[src/rtl/des_job_controller.sv]
// Job initiator for the linear-cryptanalysis DES core array: seeds and launches
// all cores in lock-step, gathers their bias counters into a saturating total.

module des_seed_lane #(
  parameter int IDX = 0
) (
  input  logic [63:0] base,
  input  logic [63:0] stride,
  output logic [63:0] seed
);
  logic [63:0] raw;
  assign raw  = base + 64'(IDX) * stride;
  // An all-zero seed would lock the core's LFSR.
  assign seed = (raw == '0) ? 64'h1 : raw;
endmodule

module des_job_controller #(
  parameter int NUM_CORES = 6,
  parameter int CNT_W     = 64
) (
  input  logic                       clk,
  input  logic                       rst_n,
  input  logic                       job_start,
  input  logic                       job_abort,
  input  logic [63:0]                seed_base,
  input  logic [63:0]                seed_stride,
  input  logic [31:0]                job_batches,
  input  logic [NUM_CORES-1:0]       core_done,
  input  logic [NUM_CORES*CNT_W-1:0] core_counter,
  output logic [NUM_CORES-1:0]       core_start,
  output logic                       core_restart,
  output logic [NUM_CORES*64-1:0]    core_seed,
  output logic [CNT_W-1:0]           total_counter,
  output logic [31:0]                batches_done,
  output logic                       busy,
  output logic                       job_done,
  output logic                       saturated
);
  localparam int IDX_W = (NUM_CORES > 1) ? $clog2(NUM_CORES) : 1;
  localparam logic [IDX_W-1:0] LAST_IDX = IDX_W'(NUM_CORES - 1);

  typedef enum logic [2:0] {
    S_IDLE, S_LOAD, S_START, S_RUN, S_COLLECT, S_RESTART, S_DONE
  } state_e;

  state_e                        state_q, state_d;
  logic [63:0]                   stride_q, stride_d;
  logic [31:0]                   batches_q, batches_d;
  logic [63:0]                   next_seed_q, next_seed_d;
  logic [NUM_CORES-1:0][63:0]    core_seed_q, core_seed_d;
  logic [CNT_W-1:0]              total_q, total_d;
  logic [31:0]                   batches_done_q, batches_done_d;
  logic                          sat_q, sat_d;
  logic [NUM_CORES-1:0]          done_seen_q, done_seen_d;
  logic [IDX_W-1:0]              idx_q, idx_d;
  logic                          abort_q, abort_d;

  logic [NUM_CORES-1:0][63:0]    lane_seed;
  logic [NUM_CORES-1:0][CNT_W-1:0] cnt_arr;
  logic [CNT_W:0]                sum;

  assign cnt_arr = core_counter;

  for (genvar i = 0; i < NUM_CORES; i++) begin : g_lane
    des_seed_lane #(.IDX(i)) u_lane (
      .base   (next_seed_q),
      .stride (stride_q),
      .seed   (lane_seed[i])
    );
  end

  always_ff @(posedge clk) begin
    if (!rst_n) begin
      state_q        <= S_IDLE;
      stride_q       <= '0;
      batches_q      <= '0;
      next_seed_q    <= '0;
      core_seed_q    <= '0;
      total_q        <= '0;
      batches_done_q <= '0;
      sat_q          <= 1'b0;
      done_seen_q    <= '0;
      idx_q          <= '0;
      abort_q        <= 1'b0;
    end else begin
      state_q        <= state_d;
      stride_q       <= stride_d;
      batches_q      <= batches_d;
      next_seed_q    <= next_seed_d;
      core_seed_q    <= core_seed_d;
      total_q        <= total_d;
      batches_done_q <= batches_done_d;
      sat_q          <= sat_d;
      done_seen_q    <= done_seen_d;
      idx_q          <= idx_d;
      abort_q        <= abort_d;
    end
  end

  always_comb begin
    state_d        = state_q;
    stride_d       = stride_q;
    batches_d      = batches_q;
    next_seed_d    = next_seed_q;
    core_seed_d    = core_seed_q;
    total_d        = total_q;
    batches_done_d = batches_done_q;
    sat_d          = sat_q;
    done_seen_d    = done_seen_q;
    idx_d          = idx_q;
    abort_d        = 1'b0;
    sum            = '0;

    case (state_q)
      S_IDLE: begin
        if (job_start && !job_abort) begin
          stride_d       = seed_stride;
          batches_d      = job_batches;
          next_seed_d    = seed_base;
          total_d        = '0;
          batches_done_d = '0;
          sat_d          = 1'b0;
          state_d        = (job_batches == '0) ? S_DONE : S_LOAD;
        end
      end
      S_LOAD: begin
        core_seed_d = lane_seed;
        next_seed_d = next_seed_q + 64'(NUM_CORES) * stride_q;
        state_d     = S_START;
      end
      S_START: begin
        done_seen_d = '0;
        idx_d       = '0;
        state_d     = S_RUN;
      end
      S_RUN: begin
        done_seen_d = done_seen_q | core_done;
        if (&done_seen_d) state_d = S_COLLECT;
      end
      S_COLLECT: begin
        sum     = {1'b0, total_q} + {1'b0, cnt_arr[idx_q]};
        total_d = sum[CNT_W] ? '1 : sum[CNT_W-1:0];
        sat_d   = sat_q | sum[CNT_W];
        if (idx_q == LAST_IDX) begin
          batches_done_d = batches_done_q + 32'd1;
          state_d = (batches_done_d == batches_q) ? S_DONE : S_RESTART;
        end else begin
          idx_d = idx_q + IDX_W'(1);
        end
      end
      S_RESTART: state_d = S_LOAD;
      S_DONE:    state_d = S_IDLE;
      default:   state_d = S_IDLE;
    endcase

    // Abort freezes the partial results and pulses restart on the way out.
    if (job_abort && state_q != S_IDLE) begin
      state_d        = S_IDLE;
      abort_d        = 1'b1;
      next_seed_d    = next_seed_q;
      core_seed_d    = core_seed_q;
      total_d        = total_q;
      batches_done_d = batches_done_q;
      sat_d          = sat_q;
    end
  end

  assign core_start    = {NUM_CORES{state_q == S_START}};
  assign core_restart  = (state_q == S_RESTART) | abort_q;
  assign core_seed     = core_seed_q;
  assign total_counter = total_q;
  assign batches_done  = batches_done_q;
  assign busy          = (state_q != S_IDLE);
  assign job_done      = (state_q == S_DONE);
  assign saturated     = sat_q;
endmodule

[config.mk]
export PLATFORM = sky130hd
export DESIGN_NAME = des_job_controller
export DESIGN_NICKNAME = d
export VERILOG_FILES = /design/src/rtl/des_job_controller.sv
export SDC_FILE = /design/constraint.sdc
export NUM_CORES = 2
export LEC_CHECK = 0
export CAP_MARGIN = 10
export CORE_AREA = 2 2 412 414
export CTS_CLUSTER_SIZE = 10
export DETAILED_ROUTE_END_ITERATION = 16
export DIE_AREA = 0 0 414 416
export RECOVER_POWER = 25
export SYNTH_ARGS = -nofsm -noshare
export SYNTH_HDL_FRONTEND = slang
export SYNTH_SLANG_ARGS = --single-unit
[constraint.sdc]
create_clock -name clk -period 6.7 [get_ports clk]
set_input_delay 1.34 -clock clk [delete_from_list [all_inputs] [get_ports clk]]
set_output_delay 1.34 -clock clk [all_outputs]
set_load 0.05 [all_outputs]
==> reports/results.md <==
| Metric | Value |
|:---|:---|
| Result of the run | finished with violations |
| Failing checks | max-capacitance violations, max-slew violations |
| Smallest setup slack after layout | 0.249 ns |
| DR DRC count | 0 |
| Static leakage | 0.0330 uW |
| Sequential Power Share | 0.290 |
| WP buf/inv | 5 |
| Number of warning messages in the yosys log | 0 |
| Wire per inst | 26.5 um |
| Data arrival time at the worst-slack endpoint | 7.08 ns |
| Switching power | 6050 uW |
| Slew margin rel. | -1.17 |
| Fill cells | 17,100 |
| CP most frequent cell | sky130_fd_sc_hd__nand2_1 |
| Number of standard cells after synthesis | 8,028 |
| Number of global-route vias before repair | 64,000 |
| Startpoint of the most critical register-to-register path | stride_q[1]$_SDFFE_PN0P_ |
| Area growth, synth to finish | 26.9% |
| Number of buffers inserted during clock tree synthesis | 85 |
| Internal Dissipation | 8850 uW |
| Unrepaired setup endpoints after global routing | no |
| DP Worst Slack | 0.119 ns |
| Power share of the combinational group | 0.400 |
| Floorplan die area | 172,000 um2 |
| Post-synthesis area per instance | 7.55 um2 |
| Path type of the worst min-delay path | reg2reg |
| Worst-path maximum fanout | 97 |
| Power Density | 194 nW/um2 |
| Critical Path Max Stage Delay | 1.89 ns |
| CTS HTree Levels | 3 |
| Post-synthesis net count | 9,281 |
| Yosys reg bits | 654 |
| Finished Cell Area | 76,900 um2 |
| Ratio of routed vias to standard cells | 5.80 |
| Placed Cells | 11,100 |
| Commonest non-fill, non-tap cell in the layout | sky130_fd_sc_hd__nand2_1 |
| Commonest cells after routing, fill and taps aside | 1,296 x sky130_fd_sc_hd__nand2_1, 1,081 x sky130_fd_sc_hd__a21oi_1, 870 x sky130_fd_sc_hd__clkdlybuf4s50_1 |
| Total number of vias | 65,300 |
| Pins Over Slew Limit | 322 |
| Final period demand of the worst path | 6.45 ns |
| Crit Path Category | in2reg |
| Area after DPL | 74,200 um2 |
| TritonCTS clock tree | yes |
| Total clock sinks | 654 |
| Number of antenna violations at the first check in global routing | 34 |
| Synth async-reset ratio | 0 |
| Overall routing resource usage | 0.331 |
| Family with the most delay on the worst path | buffers and inverters |
| Core footprint | 168,000 um2 |
| Worst-path cell with the longest stage delay | sky130_fd_sc_hd__clkbuf_2 |
| Post-DP HPWL | 246,000 um |
| Switching Fraction | 0.406 |
| Final setup fails | 0 |
| Count of unique library cells instantiated by Yosys | 92 |
| Wire length reported by the detailed router | 298,000 um |
| Number of enable flip-flop cells after synthesis | 0 |
| Total number of placement rows | 151 |
| Die X-Extent | 414 um |
| Share of the clock period used by the worst path | 0.963 |
| DIE HEIGHT | 416 um |
| Worst Tran Pin Value | 3.26 ns |
| Final Hold Slack | 0.447 ns |
| Initial detailed-routing violation count | 5,305 |
| Post-route insts no fill | 11,300 |
| Global placer's final weighted congestion | 0.992 |
| Clock network fraction of design power | 0.310 |
| Starting density of the core | 0.360 |
| Worst path cell trace | dlygate4sd3_1 -> clkbuf_1 -> nor2_4 -> clkbuf_1 -> clkbuf_2 -> buf_4 -> nand2_1 -> nand2_1 -> nand2_1 -> o31ai_1 |
| Area of the mapped netlist | 60,600 um2 |
| Clk slew on worst S/H paths | 0.05 ns |
| Drt first pass iters | 6 |
| Clock insertion delay at the later pin of the skew report | 0.73 ns |
| Post-synthesis sequential area ratio | 0.216 |
| Number of maximum-capacitance violations | 5 |
| Final layout net count | 10,200 |
| Top-level port count | 1,044 |
| Final Hold Violating Endpoints | 0 |
| Largest net degree at the start of global routing | 168 |
| Required time of the worst setup path | 7.33 ns |
| Post-CTS Hold Fix Bufs | 0 |
| Critical Path End Type | flip-flop |
| Maximum VDD drop | 0.189 mV |
| Buffers added on ports | 1,043 |
| Total congestion overflow | 0 |
| Fmax | 155 MHz |
| Layout cell share with drive strength beyond 1 | 0.0545 |
| Remaining antenna violation count | 0 |
| Top FF cell, synth | sky130_fd_sc_hd__dfxtp_1 |
| First-pass GRT wire length | 423,000 um |
| Maximum count of clock buffers along a single path | 3 |
| Clock Tree Root | sky130_fd_sc_hd__clkbuf_16 |
| Startpoint of the lowest-slack hold path | core_seed[205]$_SDFFE_PN0P_ |
| Startpoint Class | input pin |
| Startpoint of the most critical setup path | job_abort |
| Setup total negative slack | 0 ns |
| Clock skew after layout | 0.0268 ns |
[Yosys cell counts, types with 83 or more instances]
library cell | number | area share
sky130_fd_sc_hd__inv_1 | 323 | 0.020
sky130_fd_sc_hd__a211oi_1 | 197 | 0.024
sky130_fd_sc_hd__o21ai_0 | 375 | 0.031
sky130_fd_sc_hd__nand3_1 | 155 | 0.013
sky130_fd_sc_hd__nor2_1 | 478 | 0.030
sky130_fd_sc_hd__dfxtp_1 | 654 | 0.22
sky130_fd_sc_hd__ha_1 | 569 | 0.12
sky130_fd_sc_hd__xnor2_1 | 302 | 0.044
sky130_fd_sc_hd__and3_1 | 84 | 0.0087
sky130_fd_sc_hd__o21bai_1 | 83 | 0.010
sky130_fd_sc_hd__a21o_1 | 325 | 0.040
sky130_fd_sc_hd__xor2_1 | 195 | 0.028
sky130_fd_sc_hd__clkbuf_1 | 394 | 0.024
sky130_fd_sc_hd__nand2_1 | 1298 | 0.080
sky130_fd_sc_hd__nor3_1 | 120 | 0.0099
sky130_fd_sc_hd__a21oi_1 | 1082 | 0.089
sky130_fd_sc_hd__fa_1 | 130 | 0.043
sky130_fd_sc_hd__nand4_1 | 115 | 0.012
[per-stage QoR]
step / util / power, uW
2_1_floorplan: - / 7880
3_3_place_gp: 0.441 / 10300
3_5_place_dp: 0.441 / 10300
4_1_cts: 0.457 / 14900
5_1_grt: 0.457 / 15600
6_report: 0.457 / 14900
[timing repair]
item                       in CTS  in global routing
setup buffers                   0                  0
setup endpoints to repair       0                  7
gates resized for setup         0                  4
[tightest hold or removal path, stage by stage, from the launching register on]
cell,delay (ns)
sky130_fd_sc_hd__dfxtp_1,0.30
sky130_fd_sc_hd__nand2_1,0.05
sky130_fd_sc_hd__a21oi_1,0.05
[per-layer routing]
metal / up-vias / track usage / share of wire
met5: - / 0 / 0.00011
met1: 31200 / 0.372 / 0.38
met2: 2551 / 0.555 / 0.47
li1: 30800 / - / -
met3: 713 / 0.0401 / 0.053
met4: 6 / 0.291 / 0.10
[power by group through the flow]
stage | sequential [uW] | clock (uW) | combinational (uW)
final | 4320 | 4620 | 5960
after global routing | 4340 | 4850 | 6370
after CTS | 4310 | 4710 | 5900
after detailed placement | 4400 | 0 | 5860
after global placement | 4390 | 0 | 5870
after floorplan | 4700 | 0 | 3180
[flip-flops by register name, summed over array words and instances (netlist names)]
| signal | cells |
|---|---|
| abort_q | 1 |
| batches_done | 32 |
| batches_q | 32 |
| core_seed | 384 |
| done_seen_q | 6 |
| idx_q | 3 |
| next_seed_q | 64 |
| saturated | 1 |
| state_q | 3 |
| stride_q | 64 |
| total_counter | 64 |
[cell families after synthesis]
family                     Yosys count  synth area share
and+or+nand+nor                   2663             0.201
buffers and inverters              758            0.0473
muxes                              145            0.0372
xor gates and xnor gates           497            0.0718
DFF                                654             0.216
AOI/OAI and AO/OA                 2612             0.267
adders and majority gates          699             0.160
[area by class of cell]
| type | instances | area (um2) | share of cell area |
|---|---|---|---|
| diodes | 27 | 67.6 | 0.000878 |
| repair buffers | 1284 | 12300 | 0.160 |
| well taps | 2218 | 2780 | 0.0361 |
| clock inverters | 23 | 338 | 0.00439 |
| flip-flops and latches | 654 | 13100 | 0.170 |
| clock buffers | 112 | 2360 | 0.0307 |
| inverters | 323 | 1220 | 0.0159 |
| multi-input cells | 6616 | 44700 | 0.582 |
[worst paths after layout]
check,endpoint,slack (ns),cells after the start
min reg2reg,core_seed[205]$_SDFFE_PN0P_,0.45,2
max,core_seed[256]$_SDFFE_PN0P_,0.25,10
min,core_seed[205]$_SDFFE_PN0P_,0.45,2
max reg2reg,next_seed_q[61]$_SDFFE_PN0P_,0.40,26
(Power assumes the default switching activity.)
